### src/rtl/seq_pair_loader_if.sv
// Host/buffer-side signal bundle for the ref/read pair loader.
// master: the environment (host stream, buffer flags, observers).
// slave:  the loader itself.
interface seq_pair_loader_if #(
  parameter int BUF_WIDTH = 4
);
  logic                 start;
  logic                 abort;
  logic                 in_valid;
  logic [BUF_WIDTH-1:0] in_data;
  logic                 in_ready;
  logic                 buf1_full;
  logic                 buf2_full;
  logic                 wr1_en;
  logic                 wr2_en;
  logic [BUF_WIDTH-1:0] buf1_in;
  logic [BUF_WIDTH-1:0] buf2_in;
  logic                 busy;
  logic                 pair_done;
  logic                 aborted;
  logic [15:0]          pair_cnt;

  modport master (
    output start, abort, in_valid, in_data, buf1_full, buf2_full,
    input  in_ready, wr1_en, wr2_en, buf1_in, buf2_in,
           busy, pair_done, aborted, pair_cnt
  );

  modport slave (
    input  start, abort, in_valid, in_data, buf1_full, buf2_full,
    output in_ready, wr1_en, wr2_en, buf1_in, buf2_in,
           busy, pair_done, aborted, pair_cnt
  );
endinterface

### src/rtl/seq_pair_loader.sv
// Loads one reference sequence then one read sequence (SEQ_LEN symbols
// each) from a valid/ready host stream into two sequence buffers.
// Writes land one cycle after the accepting edge; a completed pair pulses
// pair_done and bumps a saturating pair counter.
module seq_pair_loader #(
  parameter int BUF_WIDTH = 4,
  parameter int SEQ_LEN   = 63,
  parameter int CNT_W     = 6
) (
  input logic             clk,
  input logic             rst_SC,
  seq_pair_loader_if.slave bus
);

  typedef enum logic [1:0] {
    IDLE      = 2'd0,
    LOAD_REF  = 2'd1,
    LOAD_READ = 2'd2,
    DONE      = 2'd3
  } state_t;

  localparam logic [CNT_W-1:0] LAST_IDX = CNT_W'(SEQ_LEN - 1);

  state_t               state_q, state_d;
  logic [CNT_W-1:0]     cnt_q, cnt_d;
  logic [15:0]          pair_cnt_q;
  logic                 in_ready_c;
  logic                 xfer;
  logic                 last_sym;
  logic                 loading;
  logic                 abort_take;

  // write pipeline: one register stage between acceptance and buffer strobe
  logic                 wr1_q, wr2_q;
  logic [BUF_WIDTH-1:0] buf1_q, buf2_q;
  logic                 aborted_q;

  // Handshake qualification; abort masks in_ready so it wins over a transfer.
  always_comb begin
    loading    = (state_q == LOAD_REF) || (state_q == LOAD_READ);
    abort_take = loading && bus.abort;
    in_ready_c = !bus.abort &&
                 (((state_q == LOAD_REF)  && !bus.buf1_full) ||
                  ((state_q == LOAD_READ) && !bus.buf2_full));
    xfer       = bus.in_valid && in_ready_c;
    last_sym   = (cnt_q == LAST_IDX);
  end

  // Next-state and symbol counter.
  always_comb begin
    state_d = state_q;
    cnt_d   = cnt_q;
    unique case (state_q)
      IDLE: begin
        if (bus.start) begin
          state_d = LOAD_REF;
          cnt_d   = '0;
        end
      end
      LOAD_REF: begin
        if (abort_take) begin
          state_d = IDLE;
          cnt_d   = '0;
        end else if (xfer) begin
          if (last_sym) begin
            state_d = LOAD_READ;
            cnt_d   = '0;
          end else begin
            cnt_d = cnt_q + CNT_W'(1);
          end
        end
      end
      LOAD_READ: begin
        if (abort_take) begin
          state_d = IDLE;
          cnt_d   = '0;
        end else if (xfer) begin
          if (last_sym) begin
            state_d = DONE;
            cnt_d   = '0;
          end else begin
            cnt_d = cnt_q + CNT_W'(1);
          end
        end
      end
      DONE: begin
        state_d = IDLE;
      end
      default: begin
        state_d = IDLE;
        cnt_d   = '0;
      end
    endcase
  end

  // State and counter registers.
  always_ff @(posedge clk or posedge rst_SC) begin
    if (rst_SC) begin
      state_q <= IDLE;
      cnt_q   <= '0;
    end else begin
      state_q <= state_d;
      cnt_q   <= cnt_d;
    end
  end

  // Completed-pair counter, saturating at all-ones.
  always_ff @(posedge clk or posedge rst_SC) begin
    if (rst_SC) begin
      pair_cnt_q <= '0;
    end else if ((state_q == DONE) && (pair_cnt_q != 16'hFFFF)) begin
      pair_cnt_q <= pair_cnt_q + 16'd1;
    end
  end

  // Buffer write stage; a strobe already in flight still issues on abort.
  always_ff @(posedge clk or posedge rst_SC) begin
    if (rst_SC) begin
      wr1_q  <= 1'b0;
      wr2_q  <= 1'b0;
      buf1_q <= '0;
      buf2_q <= '0;
    end else begin
      wr1_q <= xfer && (state_q == LOAD_REF);
      wr2_q <= xfer && (state_q == LOAD_READ);
      if (xfer && (state_q == LOAD_REF))  buf1_q <= bus.in_data;
      if (xfer && (state_q == LOAD_READ)) buf2_q <= bus.in_data;
    end
  end

  // Abort acknowledge pulse, coincident with the first IDLE cycle.
  always_ff @(posedge clk or posedge rst_SC) begin
    if (rst_SC) aborted_q <= 1'b0;
    else        aborted_q <= abort_take;
  end

  assign bus.in_ready  = in_ready_c;
  assign bus.wr1_en    = wr1_q;
  assign bus.wr2_en    = wr2_q;
  assign bus.buf1_in   = buf1_q;
  assign bus.buf2_in   = buf2_q;
  assign bus.busy      = (state_q != IDLE);
  assign bus.pair_done = (state_q == DONE);
  assign bus.aborted   = aborted_q;
  assign bus.pair_cnt  = pair_cnt_q;

endmodule

### src/flat_wrapper.sv
// flat-port wrapper written by rule: the top's interface ports become plain ports
module seq_pair_loader_flat 
#(
  parameter int BUF_WIDTH = 4,
  parameter int SEQ_LEN   = 63,
  parameter int CNT_W     = 6
)
  (clk, rst_SC, bus_start, bus_abort, bus_in_valid, bus_in_data, bus_buf1_full, bus_buf2_full, bus_in_ready, bus_wr1_en, bus_wr2_en, bus_buf1_in, bus_buf2_in, bus_busy, bus_pair_done, bus_aborted, bus_pair_cnt);
  seq_pair_loader_if #(.BUF_WIDTH(BUF_WIDTH)) bus_i ();
  input logic clk;
  input logic rst_SC;
  input wire logic [$bits(bus_i.start)-1:0] bus_start;
  input wire logic [$bits(bus_i.abort)-1:0] bus_abort;
  input wire logic [$bits(bus_i.in_valid)-1:0] bus_in_valid;
  input wire logic [$bits(bus_i.in_data)-1:0] bus_in_data;
  input wire logic [$bits(bus_i.buf1_full)-1:0] bus_buf1_full;
  input wire logic [$bits(bus_i.buf2_full)-1:0] bus_buf2_full;
  output wire logic [$bits(bus_i.in_ready)-1:0] bus_in_ready;
  output wire logic [$bits(bus_i.wr1_en)-1:0] bus_wr1_en;
  output wire logic [$bits(bus_i.wr2_en)-1:0] bus_wr2_en;
  output wire logic [$bits(bus_i.buf1_in)-1:0] bus_buf1_in;
  output wire logic [$bits(bus_i.buf2_in)-1:0] bus_buf2_in;
  output wire logic [$bits(bus_i.busy)-1:0] bus_busy;
  output wire logic [$bits(bus_i.pair_done)-1:0] bus_pair_done;
  output wire logic [$bits(bus_i.aborted)-1:0] bus_aborted;
  output wire logic [$bits(bus_i.pair_cnt)-1:0] bus_pair_cnt;
  assign bus_i.start = bus_start;
  assign bus_i.abort = bus_abort;
  assign bus_i.in_valid = bus_in_valid;
  assign bus_i.in_data = bus_in_data;
  assign bus_i.buf1_full = bus_buf1_full;
  assign bus_i.buf2_full = bus_buf2_full;
  assign bus_in_ready = bus_i.in_ready;
  assign bus_wr1_en = bus_i.wr1_en;
  assign bus_wr2_en = bus_i.wr2_en;
  assign bus_buf1_in = bus_i.buf1_in;
  assign bus_buf2_in = bus_i.buf2_in;
  assign bus_busy = bus_i.busy;
  assign bus_pair_done = bus_i.pair_done;
  assign bus_aborted = bus_i.aborted;
  assign bus_pair_cnt = bus_i.pair_cnt;
  seq_pair_loader #(.BUF_WIDTH(BUF_WIDTH), .SEQ_LEN(SEQ_LEN), .CNT_W(CNT_W)) u_core (.clk(clk), .rst_SC(rst_SC), .bus(bus_i));
endmodule
### config.mk
export PLATFORM = sky130hd
export DESIGN_NAME = seq_pair_loader_flat
export DESIGN_NICKNAME = d
export VERILOG_FILES = /design/src/rtl/seq_pair_loader_if.sv /design/src/rtl/seq_pair_loader.sv /design/src/flat_wrapper.sv
export SDC_FILE = /design/constraint.sdc
export NUM_CORES = 1
export LEC_CHECK = 0
export ABC_AREA = 1
export CAP_MARGIN = 20
export CORE_MARGIN = 5
export CORE_UTILIZATION = 55
export DETAILED_ROUTE_END_ITERATION = 6
export PLACE_DENSITY = 0.87
export SLEW_MARGIN = 15
export SYNTH_ARGS = -nofsm -noshare
export SYNTH_HDL_FRONTEND = slang
export SYNTH_SLANG_ARGS = --single-unit
### constraint.sdc
create_clock -name clk -period 3.4 [get_ports clk]
set_clock_uncertainty 0.2 [all_clocks]
set_input_delay 0.51 -clock clk [delete_from_list [all_inputs] [get_ports clk]]
set_output_delay 0.51 -clock clk [all_outputs]
set_load 0.05 [all_outputs]
---- After elaboration in Yosys (flattened, before gate mapping) ----
Index checks and enable logic that the tools add are counted.
Widths: inputs -> output; s select.
word-level totals
  register bits after elaboration ......... 35
  output and inout port bits .............. 30
cells by class
  eq/ne operators ......................... 11
  reductions and logical operators ........ 19
  add/subtract/negate cells ............... 2
  mux-type cells .......................... 13
operator list
  cell                   count
  $mux 6                 4
  $add 16x1->16 const B  1
  $ne 16x16->1 const B   1
  $ne 3x1->1 const B     5
  $mux 2                 7
  $pmux 6 s2             1
  $logic_and 1x1->1      8
  $pmux 2 s4             1
  $add 6x1->6 const B    1
  $eq 6x6->1 const B     1
  $reduce_and 5->1       1
  $eq 2x2->1 const B     2
  $reduce_bool 2->1      2
  $logic_not 1->1        3
  $reduce_and 3->1       1
  $eq 2x1->1 const B     1
  $logic_not 2->1        1
  $logic_or 1x1->1       2
  $ne 2x2->1 const B     1
  $reduce_or 2->1        1

---- Longest topological paths before layout ----
  depth after elaboration ................. 8
  gate-level depth with buffers ........... 10
  gate-level depth less buffers ........... 9

---- Worst setup path after synthesis ----
No wires, ideal clock.
  path type ............................... register -> register
  from .................................... register u_core.state_q[0]
  to ...................................... register u_core.cnt_q[0]
  period minus slack after synthesis ...... 1,971 ps
  library setup time ...................... 128 ps
  arrival time ............................ 1,643 ps
  cell stages (with the launch flop) ...... 10
  setup slack ............................. 1,429 ps
  buffers on the path ..................... 0
  path through ............................ dfrtp_1 > inv_1 > ha_1 > nand3_1 > nand2_1 > nand2_1 > nand2_1 > nand2_1 > nand2_1 > o21ai_0
between the ends
  cells in the longest elaborated chain, start to end .. 7
ends and longest elaborated chain
  what                                      RTL line                                      source
  start: declaration                        seq_pair_loader.sv:24                         state_t state_q, state_d;
  start signal: assignment                  seq_pair_loader.sv:102                        state_q <= state_d;
  $eq 2x1->1 or $eq 2x2->1 (tied branches)  seq_pair_loader.sv:43, seq_pair_loader.sv:44
  $logic_and 1x1->1 (on tied branches)      seq_pair_loader.sv:43, seq_pair_loader.sv:44
  $logic_or 1x1->1 *                        seq_pair_loader.sv:43                         (((state_q == LOAD_REF) && !bus.buf1_full) ||
  $logic_and 1x1->1 *                       seq_pair_loader.sv:42                         in_ready_c = !bus.abort &&
  named net bus_in_ready                    flat_wrapper.sv:18                            output wire logic [$bits(bus_i.in_ready)-1:0] bus_in_ready;
  $logic_and 1x1->1 *                       seq_pair_loader.sv:45                         xfer = bus.in_valid && in_ready_c;
  $ne 3x1->1 (no source line) *             --
  $reduce_and 3->1 (no source line) *       --
  end signal: assignment                    seq_pair_loader.sv:103                        cnt_q <= cnt_d;
  end: declaration                          seq_pair_loader.sv:25                         logic [CNT_W-1:0] cnt_q, cnt_d;
Mark *: on every way through the listed nets, which the timed path passes. The rest lies on a longest branch.
A chain may end at the register's enable or synchronous reset.

---- Final worst setup path ----
  from .................................... register u_core.state_q[1]
  to ...................................... output port bus_in_ready
between the ends
  cells in the longest elaborated chain, start to end .. 4
ends and longest elaborated chain
  what                                      RTL line
  $eq 2x1->1 or $eq 2x2->1 (tied branches)  seq_pair_loader.sv:43, seq_pair_loader.sv:44
  $logic_and 1x1->1 (on tied branches)      seq_pair_loader.sv:43, seq_pair_loader.sv:44
  $logic_or 1x1->1 *                        seq_pair_loader.sv:43
  $logic_and 1x1->1 *                       seq_pair_loader.sv:42
  end: declaration                          flat_wrapper.sv:18
Every way passes the cells marked *; elsewhere a longest branch is shown, timed or not.

==> results.json <==
{
  "power_uw": 1690,
  "firstDrtPassIters": 4,
  "clock_path_buffers": 2,
  "cts_resized": 0,
  "setup_tns_ns": 0,
  "totalWireLength_mm": 4.40,
  "required_ns": 2.69,
  "netlist_area_um2": 2060,
  "grt_pass1_vias": 1797,
  "fin_ws_ns": 0.654,
  "peakVddDrop_v": 0.000419,
  "crit_arrival_ns": 2.04,
  "fin_crit_sh_pct": 80.8,
  "root_buffer": "clkbuf_8",
  "postRouteAntennaNets": 0,
  "critPathLaunch": "u_core.state_q[1]$_DFFE_PP0P_",
  "yosys_register_bits": 35,
  "grt_max_degree": 36,
  "drv_slew": 0,
  "cp_top_family": "buffers and inverters",
  "whs_endpoint": "u_core.bus.buf1_in[0]$_DFFE_PP0P_",
  "crit_chain": "inv_1 > ha_1 > nand3_1 > nand2_1 > clkdlybuf4s50_1",
  "dieArea_um2": 5060,
  "end_kind": "primary output",
  "yosysWarnings": 0,
  "synth_cells": 283,
  "die_y_um": 71.1,
  "syn_avg_cell_area_um2": 7.26,
  "grt_setup_unrepaired": "no",
  "htreeDepth": 2,
  "coreArea_um2": 3630,
  "initial_core_util_pct": 56.6,
  "synth_cell_types": 23,
  "seq_area_frac_synth_pct": 42.6,
  "r2r_start": "u_core.state_q[1]$_DFFE_PP0P_",
  "hold_viol": 0,
  "status": "finished clean",
  "antenna_found_initial": 0,
  "cts_tree": "yes",
  "cap_violations": 0,
  "reg2reg_to": "u_core.cnt_q[1]$_DFFE_PP0P_",
  "final_util_pct": 71.0,
  "synth_nets": 302,
  "worstHoldStart": "u_core.bus.buf1_in[0]$_DFFE_PP0P_",
  "reg2reg_depth": 9,
  "rows": 22,
  "worstMarginPinSlew_ns": 0.551,
  "cts_inserted_buffers": 5,
  "critical_path_class": "reg -> out",
  "clkLatencyLatePin_ns": 0.28,
  "drc_errors": 0,
  "drtIter0Drc": 94,
  "portBuffers": 40,
  "hp-class": "reg -> reg",
  "layout-drive-gt1-share_pct": 7.01,
  "hold_depth": 2,
  "grt.overflow.total": 0,
  "area.growth.synth_to_final_pct": 25.6,
  "grt_pass1_wl_mm": 7.88,
  "clk_pin_slew_ns": 0.06,
  "diodes": 0,
  "max_freq_mhz": 364,
  "place_ws_ns": 0.673,
  "period_minus_slack_ns": 2.75,
  "slowest_delay_ns": 0.82,
  "power.density_nw_per_um2": 653,
  "die_w_um": 71.1,
  "nets": 347,
  "io_pins": 41,
  "wl_per_cell_um": 11.7,
  "cts_setup_buffers": 0,
  "critPathLaunchType": "flop",
  "p_leak_uw": 0.00125,
  "crit_fanout": 4,
  "routed_via_density": 4.99,
  "grt_usage_pct": 19.2,
  "finalSetupViolations": 0,
  "cp_slowest_cell": "clkdlybuf4s50_1",
  "relSlewSlack_pct": 63.3,
  "cts_sinks": 35,
  "dp_hpwl_mm": 3.34,
  "globalplace.congestion": 0.828,
  "hold_buffers": 0,
  "path_buf_inv": 2,
  "rrSetupSlack_ns": 1.35,
  "num_vias": 1876
}
where the power goes:
part	internal, uW	total (uW)	leakage, uW	switching, uW
logic	253	807	0.000728	554
registers	502	578	0.000476	75.6
clock network	159	301	0.0000470	143
through the flow:
stage               area (um^2)  instances  hold slack [ns]
CTS                        2580        376            0.304
global placement           2490        369            0.287
detailed placement         2490        369            0.291
floorplan                  2060        283            0.270
finish                     2580        376            0.305
global route               2580        376            0.316
synthesized netlist by cell type, drive strengths merged:
cell      n  share of area, %
and2      1              0.30
nand4     9               2.7
inv      33               6.0
xnor2     7               3.0
o21ai    16               3.9
dfrtp    35                43
nand3    17               4.4
xor2      1              0.43
ha        8               4.9
nand2   126                24
a21oi     3              0.91
nand3b    1              0.37
nor2     22               5.0
buf       3               1.5
or2       1              0.30
registers in the layout (all words and copies together) (netlist names):
signal	count
u_core.bus.buf1_in	4
u_core.cnt_q	6
u_core.bus.wr2_en	1
u_core.bus.pair_cnt	16
u_core.bus.buf2_in	4
u_core.bus.aborted	1
u_core.state_q	2
u_core.bus.wr1_en	1
metal layers:
metal / GRT usage, % / routed length (um)
met1: 23.4 / 1940
met2: 32.5 / 2160
met3: 5.40 / 214
met4: 6.89 / 89
met5: 0 / 0
layout make-up:
type | instances | area [um^2]
Fill cell | 315 | 1050
Multi-Input combinational cell | 212 | 1030
Sequential cell | 35 | 876
Timing Repair Buffer | 41 | 408
Inverter | 33 | 124
Clock buffer | 6 | 82.6
Tap cell | 48 | 60.1
Clock inverter | 1 | 5.00
worst reg2reg max path: cells and delay by family (launching register included):
family,cells,cell delay (ns)
AO/OA/AOI/OAI,1,0.08
flip-flops,1,0.42
buffers and inverters,1,0.12
AND/OR/NAND/NOR,6,0.90
adder cells (fa/ha/maj),1,0.21
worst max path at each step:
stage	end	slack, ns	cells past startpoint
floorplan	u_core.cnt_q[0]$_DFFE_PP0P_	1.43	9
global placement	bus_in_ready	0.70	5
detailed placement	bus_in_ready	0.67	5
CTS	bus_in_ready	0.65	5
global route	bus_in_ready	0.54	5
finish	bus_in_ready	0.65	5
kinds of logic (layout without fill, tap and decap cells):
family          after synthesis  count (layout)  share of synthesized area, %
simple gates                177             177                          36.8
buf+inv                      36              81                          7.49
flops                        35              35                          42.6
compound gates               19              19                          4.81
fa+ha+maj                     8               8                          4.87
xor+xnor                      8               8                          3.41
placed cells by master (no fill, tap or decap), drive strengths merged:
master	Yosys	layout
o21ai	16	16
clkinv	0	1
nand2	126	126
xor2	1	1
clkdlybuf4s50	0	40
nor2	22	22
nand3b	1	1
a21oi	3	3
dfrtp	35	35
inv	33	33
or2	1	1
and2	1	1
nand3	17	17
nand4	9	9
buf	3	1
clkbuf	0	6
ha	8	8
xnor2	7	7
No activity file was read; power rests on OpenSTA's default activity.
